--- src/rtl/sprite_row_fetch.sv ---
// Sprite row fetcher: during horizontal blank, finds which sprite slots cover
// the next scanline, reads their 32-bit pixel rows from sprite RAM into a
// shadow buffer, and publishes the buffer at the start of active video.
module sprite_row_fetch #(
  parameter int unsigned NSPR = 4
) (
  input  logic                 clk,
  input  logic                 rst,
  input  logic                 line_start,
  input  logic                 line_commit,
  input  logic [9:0]           CounterY,
  input  logic [NSPR-1:0]      spr_en,
  input  logic [9*NSPR-1:0]    spr_posy,
  input  logic [NSPR-1:0]      spr_flipy,
  input  logic [6*NSPR-1:0]    spr_tile,
  output logic [10:0]          mem_addr,
  output logic                 mem_rd,
  input  logic                 mem_ack,
  input  logic [15:0]          mem_data,
  output logic [32*NSPR-1:0]   colors,
  output logic [NSPR-1:0]      row_valid,
  output logic                 busy,
  output logic                 overrun
);

  localparam int unsigned SW = (NSPR > 1) ? $clog2(NSPR) : 1;
  localparam logic [SW-1:0] LAST_SLOT = SW'(NSPR - 1);

  typedef enum logic [2:0] {
    S_IDLE,
    S_CHECK,
    S_REQ_LO,
    S_REQ_HI,
    S_NEXT,
    S_DONE
  } state_e;

  state_e              state_q;
  logic [SW-1:0]       slot_q;
  logic                stale_q;

  logic [8:0]          cy_q;
  logic [NSPR-1:0]     en_q;
  logic [9*NSPR-1:0]   posy_q;
  logic [NSPR-1:0]     flip_q;
  logic [6*NSPR-1:0]   tile_q;

  logic [32*NSPR-1:0]  shadow_q;
  logic [NSPR-1:0]     shadow_vld_q;

  logic [10:0]         mem_addr_q;
  logic                mem_rd_q;
  logic [32*NSPR-1:0]  colors_q;
  logic [NSPR-1:0]     row_valid_q;
  logic                busy_q;
  logic                overrun_q;

  logic                start_c;
  logic                en_sel_c;
  logic                flip_sel_c;
  logic [8:0]          posy_sel_c;
  logic [5:0]          tile_sel_c;
  logic [8:0]          rely_c;
  logic                hit_c;
  logic [3:0]          row_c;
  logic [10:0]         addr_lo_c;
  logic                unused_c;

  // Line LSB does not affect half-resolution sprite rows
  assign unused_c = CounterY[0];

  // A new fetch may begin when idle or when the previous result was never committed
  assign start_c = line_start && ((state_q == S_IDLE) || (state_q == S_DONE));

  // Capture line number and sprite attributes for the whole fetch
  always_ff @(posedge clk) begin
    if (!rst) begin
      cy_q   <= '0;
      en_q   <= '0;
      posy_q <= '0;
      flip_q <= '0;
      tile_q <= '0;
    end else if (start_c) begin
      cy_q   <= CounterY[9:1];
      en_q   <= spr_en;
      posy_q <= spr_posy;
      flip_q <= spr_flipy;
      tile_q <= spr_tile;
    end
  end

  // Select the attributes of the slot currently being examined
  always_comb begin
    en_sel_c   = 1'b0;
    flip_sel_c = 1'b0;
    posy_sel_c = '0;
    tile_sel_c = '0;
    for (int unsigned i = 0; i < NSPR; i++) begin
      if (slot_q == SW'(i)) begin
        en_sel_c   = en_q[i];
        flip_sel_c = flip_q[i];
        posy_sel_c = posy_q[9*i +: 9];
        tile_sel_c = tile_q[6*i +: 6];
      end
    end
  end

  // Vertical offset into the sprite wraps modulo 512 so sprites can straddle the top edge
  assign rely_c    = cy_q - posy_sel_c;
  assign hit_c     = en_sel_c && (rely_c[8:4] == 5'd0);
  assign row_c     = flip_sel_c ? ~rely_c[3:0] : rely_c[3:0];
  assign addr_lo_c = {tile_sel_c, row_c, 1'b0};

  // Fetch sequencer, shadow buffer, publication and error tracking
  always_ff @(posedge clk) begin
    if (!rst) begin
      state_q      <= S_IDLE;
      slot_q       <= '0;
      stale_q      <= 1'b0;
      shadow_q     <= '0;
      shadow_vld_q <= '0;
      mem_addr_q   <= '0;
      mem_rd_q     <= 1'b0;
      colors_q     <= '0;
      row_valid_q  <= '0;
      busy_q       <= 1'b0;
      overrun_q    <= 1'b0;
    end else begin
      case (state_q)
        S_IDLE: begin
          if (start_c) begin
            slot_q  <= '0;
            busy_q  <= 1'b1;
            stale_q <= 1'b0;
            state_q <= S_CHECK;
          end
        end

        S_CHECK: begin
          if (hit_c) begin
            mem_addr_q <= addr_lo_c;
            mem_rd_q   <= 1'b1;
            state_q    <= S_REQ_LO;
          end else begin
            for (int unsigned i = 0; i < NSPR; i++) begin
              if (slot_q == SW'(i)) begin
                shadow_q[32*i +: 32] <= '0;
                shadow_vld_q[i]      <= 1'b0;
              end
            end
            state_q <= S_NEXT;
          end
        end

        S_REQ_LO: begin
          if (mem_ack) begin
            for (int unsigned i = 0; i < NSPR; i++) begin
              if (slot_q == SW'(i)) begin
                shadow_q[32*i +: 16] <= mem_data;
              end
            end
            mem_addr_q <= {mem_addr_q[10:1], 1'b1};
            state_q    <= S_REQ_HI;
          end
        end

        S_REQ_HI: begin
          if (mem_ack) begin
            for (int unsigned i = 0; i < NSPR; i++) begin
              if (slot_q == SW'(i)) begin
                shadow_q[32*i+16 +: 16] <= mem_data;
                shadow_vld_q[i]         <= 1'b1;
              end
            end
            mem_rd_q <= 1'b0;
            state_q  <= S_NEXT;
          end
        end

        S_NEXT: begin
          if (slot_q == LAST_SLOT) begin
            busy_q  <= 1'b0;
            state_q <= S_DONE;
          end else begin
            slot_q  <= slot_q + SW'(1);
            state_q <= S_CHECK;
          end
        end

        S_DONE: begin
          // Commit is handled before a simultaneous start; a stale result is never shown
          if (line_commit && !stale_q) begin
            colors_q    <= shadow_q;
            row_valid_q <= shadow_vld_q;
          end
          if (start_c) begin
            slot_q  <= '0;
            busy_q  <= 1'b1;
            stale_q <= 1'b0;
            state_q <= S_CHECK;
          end else if (line_commit && !stale_q) begin
            state_q <= S_IDLE;
          end
        end

        default: begin
          mem_rd_q <= 1'b0;
          busy_q   <= 1'b0;
          state_q  <= S_IDLE;
        end
      endcase

      // Line events arriving mid-fetch: blank the display and flag the overrun
      if (busy_q) begin
        if (line_commit) begin
          colors_q    <= '0;
          row_valid_q <= '0;
          overrun_q   <= 1'b1;
          stale_q     <= 1'b1;
        end
        if (line_start) begin
          overrun_q <= 1'b1;
        end
      end
    end
  end

  assign mem_addr  = mem_addr_q;
  assign mem_rd    = mem_rd_q;
  assign colors    = colors_q;
  assign row_valid = row_valid_q;
  assign busy      = busy_q;
  assign overrun   = overrun_q;

endmodule
--- config.mk ---
export PLATFORM = sky130hd
export DESIGN_NAME = sprite_row_fetch
export DESIGN_NICKNAME = d
export VERILOG_FILES = /design/src/rtl/sprite_row_fetch.sv
export SDC_FILE = /design/constraint.sdc
export NUM_CORES = 1
export LEC_CHECK = 0
export BUFFER_PORTS_ARGS = -buffer_cell sky130_fd_sc_hd__buf_2
export CAP_MARGIN = 20
export CORE_ASPECT_RATIO = 1.1
export CORE_MARGIN = 2
export CORE_UTILIZATION = 35
export DETAILED_ROUTE_END_ITERATION = 10
export GPL_TIMING_DRIVEN = 0
export MAX_ROUTING_LAYER = met4
export SYNTH_ARGS = -nofsm -noshare
export SYNTH_HDL_FRONTEND = slang
export SYNTH_SLANG_ARGS = --single-unit
export TNS_END_PERCENT = 1
--- constraint.sdc ---
create_clock -name clk -period 4.4 [get_ports clk]
set_clock_uncertainty 0.1 [all_clocks]
set_input_delay 0.22 -clock clk [delete_from_list [all_inputs] [get_ports clk]]
set_output_delay 0.22 -clock clk [all_outputs]
set_load 0.02 [all_outputs]
==> impl_metrics.toml <==
[run_status]
status = "finished, final reports clean"

[hold_path]
worstHoldPathCells = 3
hp-class = "input pin to register"
hp-start = "mem_data[0]"
min_to = "shadow_q[32]$_SDFFE_PN0P_"

[sta]
slew_headroom = 0.389
fmax_ghz = 0.228
hold-worst-slack_ns = 0.0864
finalCriticalPeriod_ns = 4.38
tightest_slew_ns = 0.917
period_share = 0.995
setup_slack_ns = 0.0217
rsz0062_at_grt = "yes"
slew_viol_final = 0
finalSetupViolCount = 0
hold_viol_final = 0

[synthesis]
synth_area_um2 = 14800
synth_edf_count = 0
netlist.area_leader.share = 0.489
synth_commonest_cells = "614 x nand2_1, 361 x dfxtp_1, 314 x a21oi_1"
ys_seq_elements = 361
synth.most_common_cell = "nand2_1"
yosys_most_used_dff = "dfxtp_1"
yosys_warnings = 0
syn_inst = 1763
yosysUniqueCellTypes = 52
avgSynthCellArea_um2 = 8.39
syn-num-nets = 1876
seq_area_frac_synth = 0.489
yosysTopAreaCell = "dfxtp_1"
yosys-top-cells-area = "dfxtp_1 49%, nand2_1 16%, a21oi_1 11%, a311oi_2 6.1%, mux2i_1 5.3%"
async_flop_share = 0

[setup_path]
path_max_fanout = 10
cp-startpoint = "slot_q[1]$_SDFFE_PN0P_"
crit_top_cell = "buf_6"
worst-path-buf-inv = 7
critPathCaptureType = "register"
cp_data_required_time_ns = 4.73
arrival_ns = 4.71
rr_worst_depth = 18
r2r-end = "shadow_q[98]$_SDFFE_PN0P_"
startpoint_type = "register"
cp_slowest_stage_delay_ns = 0.50
worstPathCellList = "inv_1 > ha_4 > clkbuf_8 > clkbuf_8 > buf_6 > a21oi_2 > o21ai_1 > mux2i_1 > ha_2 > o211ai_1 > a21oi_1 > or4_4 > a211o_4 > buf_6 > o41a_1 > buf_6 > buf_6 > a311oi_2"
r2r-start = "slot_q[1]$_SDFFE_PN0P_"
crit_family = "compound AO/OA/AOI/OAI gates"
slowest_stage = "or4_4"
ff2ff_setup_slack_ns = 0.02
crit_type = "register to register"

[cells_and_area]
stdcell_area_um2 = 19000
area.growth.synth_to_final_pct = 28.5
drive_above_1_share = 0.189
fin_nets = 2233

[global_routing]
grt_first_pass_wirelength_um = 72400
grtUsageMet1 = 0.271
antenna_found_initial = 2
grt_max_degree = 14
busiest_layer = "met2"
grt_overflow = 0
use_met2 = 0.362
grtUsageTotal = 0.221
met3_usage = 0.0487
grt_pass1_vias = 13000

[floorplan]
dieWidth_um = 200
core_um2 = 41500
die_h_um = 220
io_pins = 245
die_area_um2 = 43900
num_rows = 78
initial_utilization = 0.356

[power_and_ir_drop]
peakVddDrop_uv = 255
p_per_area_nw_per_um2 = 390
static-leakage-power_nw = 7.26
p_total_mw = 7.42

[placement]
placed_area_um2 = 16600
routabilityCongestion = 0.869
hpwl_um = 34800
port_buffers = 225
pre_cts_ws_ns = -1.18

[detailed_routing]
via_count = 13500
route.detailed.drc = 0
first_pass_iters = 6
final_antenna_net_count = 0
initialDrtViolationCount = 815
post_drt_wl_per_cell_um = 17.7
routed_wl_um = 48000
via_per_inst = 4.99

[clocking]
htreeDepth = 2
cts_num_sinks = 361
clockRootBuffer = "clkbuf_16"
cts_max_path_buffers = 3
cts_tree = "done"
clk_pin_slew_ns = 0.06
cts_made_buffers = 38
clk_latency_ns = 0.53

[job]
maxCapViolCount = 0
==> metal layers <==
layer / part of all wire / vias to the layer above
met2: 0.47 / 433
met1: 0.43 / 6327
met4: 0.028 / 0
met3: 0.073 / 83
li1: - / 6668
met5: 0 / -
==> timing repair <==
item | CTS | global route
hold buffers | 79 | 0
setup buffers | 9 | 4
endpoints found under the setup margin | 146 | 137
endpoints found under the hold margin | 80 | 0
pin swaps | 7 | 7
gates resized for setup | 45 | 16
==> worst reg2reg max path, stage by stage, from the launching register on <==
cell and delay, ns:
dfxtp_4 0.36, inv_1 0.10, ha_4 0.20, clkbuf_8 0.18, clkbuf_8 0.18, buf_6 0.18, a21oi_2 0.08, o21ai_1 0.19
mux2i_1 0.12, ha_2 0.34, o211ai_1 0.17, a21oi_1 0.10, or4_4 0.50, a211o_4 0.38, buf_6 0.17, o41a_1 0.34
buf_6 0.17, buf_6 0.17, a311oi_2 0.24
==> stage by stage <==
| stage | std cells | TNS, ns | util |
|---|---|---|---|
| after global placement | 2548 | -123.92 | 0.401 |
| after detailed placement | 2548 | -142.10 | 0.401 |
| after global routing | 2710 | -7.04 | 0.458 |
| after floorplan | 1763 | 0 | - |
| final | 2710 | 0 | 0.458 |
| after CTS | 2704 | -0.0202 | 0.456 |
==> power breakdown <==
group          internal [mW]  leakage, nW  switching, mW
Clock                   1.96        0.628           1.34
Combinational          0.288         3.72          0.480
Sequential              3.32         2.92         0.0332
==> layout by cell type (no fill, tap or decap), types with 5 or more instances in the layout <==
master,count
buf_4,13
o21ai_0,22
dlygate4sd3_1,79
nand2_1,614
a311oi_2,60
dfxtp_1,359
buf_2,225
inv_1,9
nor2_1,26
nand3b_1,8
clkbuf_8,12
nand2b_1,5
ha_1,9
buf_6,17
mux2i_1,78
buf_1,20
nor2b_1,12
a21oi_1,311
and2_1,8
clkbuf_1,121
clkbuf_16,41
a211oi_1,5
==> state kept, by name, indices dropped and copies added (netlist names), 9 cells and up <==
name      flops
mem_addr     11
cy_q          9
tile_q       24
colors      128
shadow_q    128
posy_q       36
==> worst max path at each step <==
stage               depth (start not counted)                        end
floorplan                                  17  shadow_q[21]$_SDFFE_PN0P_
global placement                           15  shadow_q[23]$_SDFFE_PN0P_
detailed placement                         17  shadow_q[30]$_SDFFE_PN0P_
CTS                                        18   shadow_q[0]$_SDFFE_PN0P_
global route                               21  shadow_q[98]$_SDFFE_PN0P_
finish                                     18  shadow_q[98]$_SDFFE_PN0P_
==> kinds of logic (layout without fill, tap and decap cells) <==
kind of cell / count (synthesis) / count (layout) / synth area share
other: 0 / 2 / 0
DFF: 361 / 361 / 0.489
buffers and inverters: 168 / 553 / 0.0479
AOI/OAI and AO/OA: 437 / 437 / 0.203
adders and majority gates: 14 / 14 / 0.0124
xor gates and xnor gates: 10 / 10 / 0.00787
and+or+nand+nor: 695 / 695 / 0.187
muxes: 78 / 78 / 0.0528
==> cell type report <==
| cell class | instances | area [um^2] |
|---|---|---|
| Buffer | 157 | 781 |
| Sequential cell | 361 | 7230 |
| Clock buffer | 60 | 1180 |
| Fill cell | 4090 | 22500 |
| Timing Repair Buffer | 317 | 2030 |
| Multi-Input combinational cell | 1234 | 6930 |
| Tap cell | 560 | 701 |
| Inverter | 11 | 41.3 |
| Clock inverter | 8 | 97.6 |
| Antenna cell | 2 | 5.00 |
(Power assumes the default switching activity.)
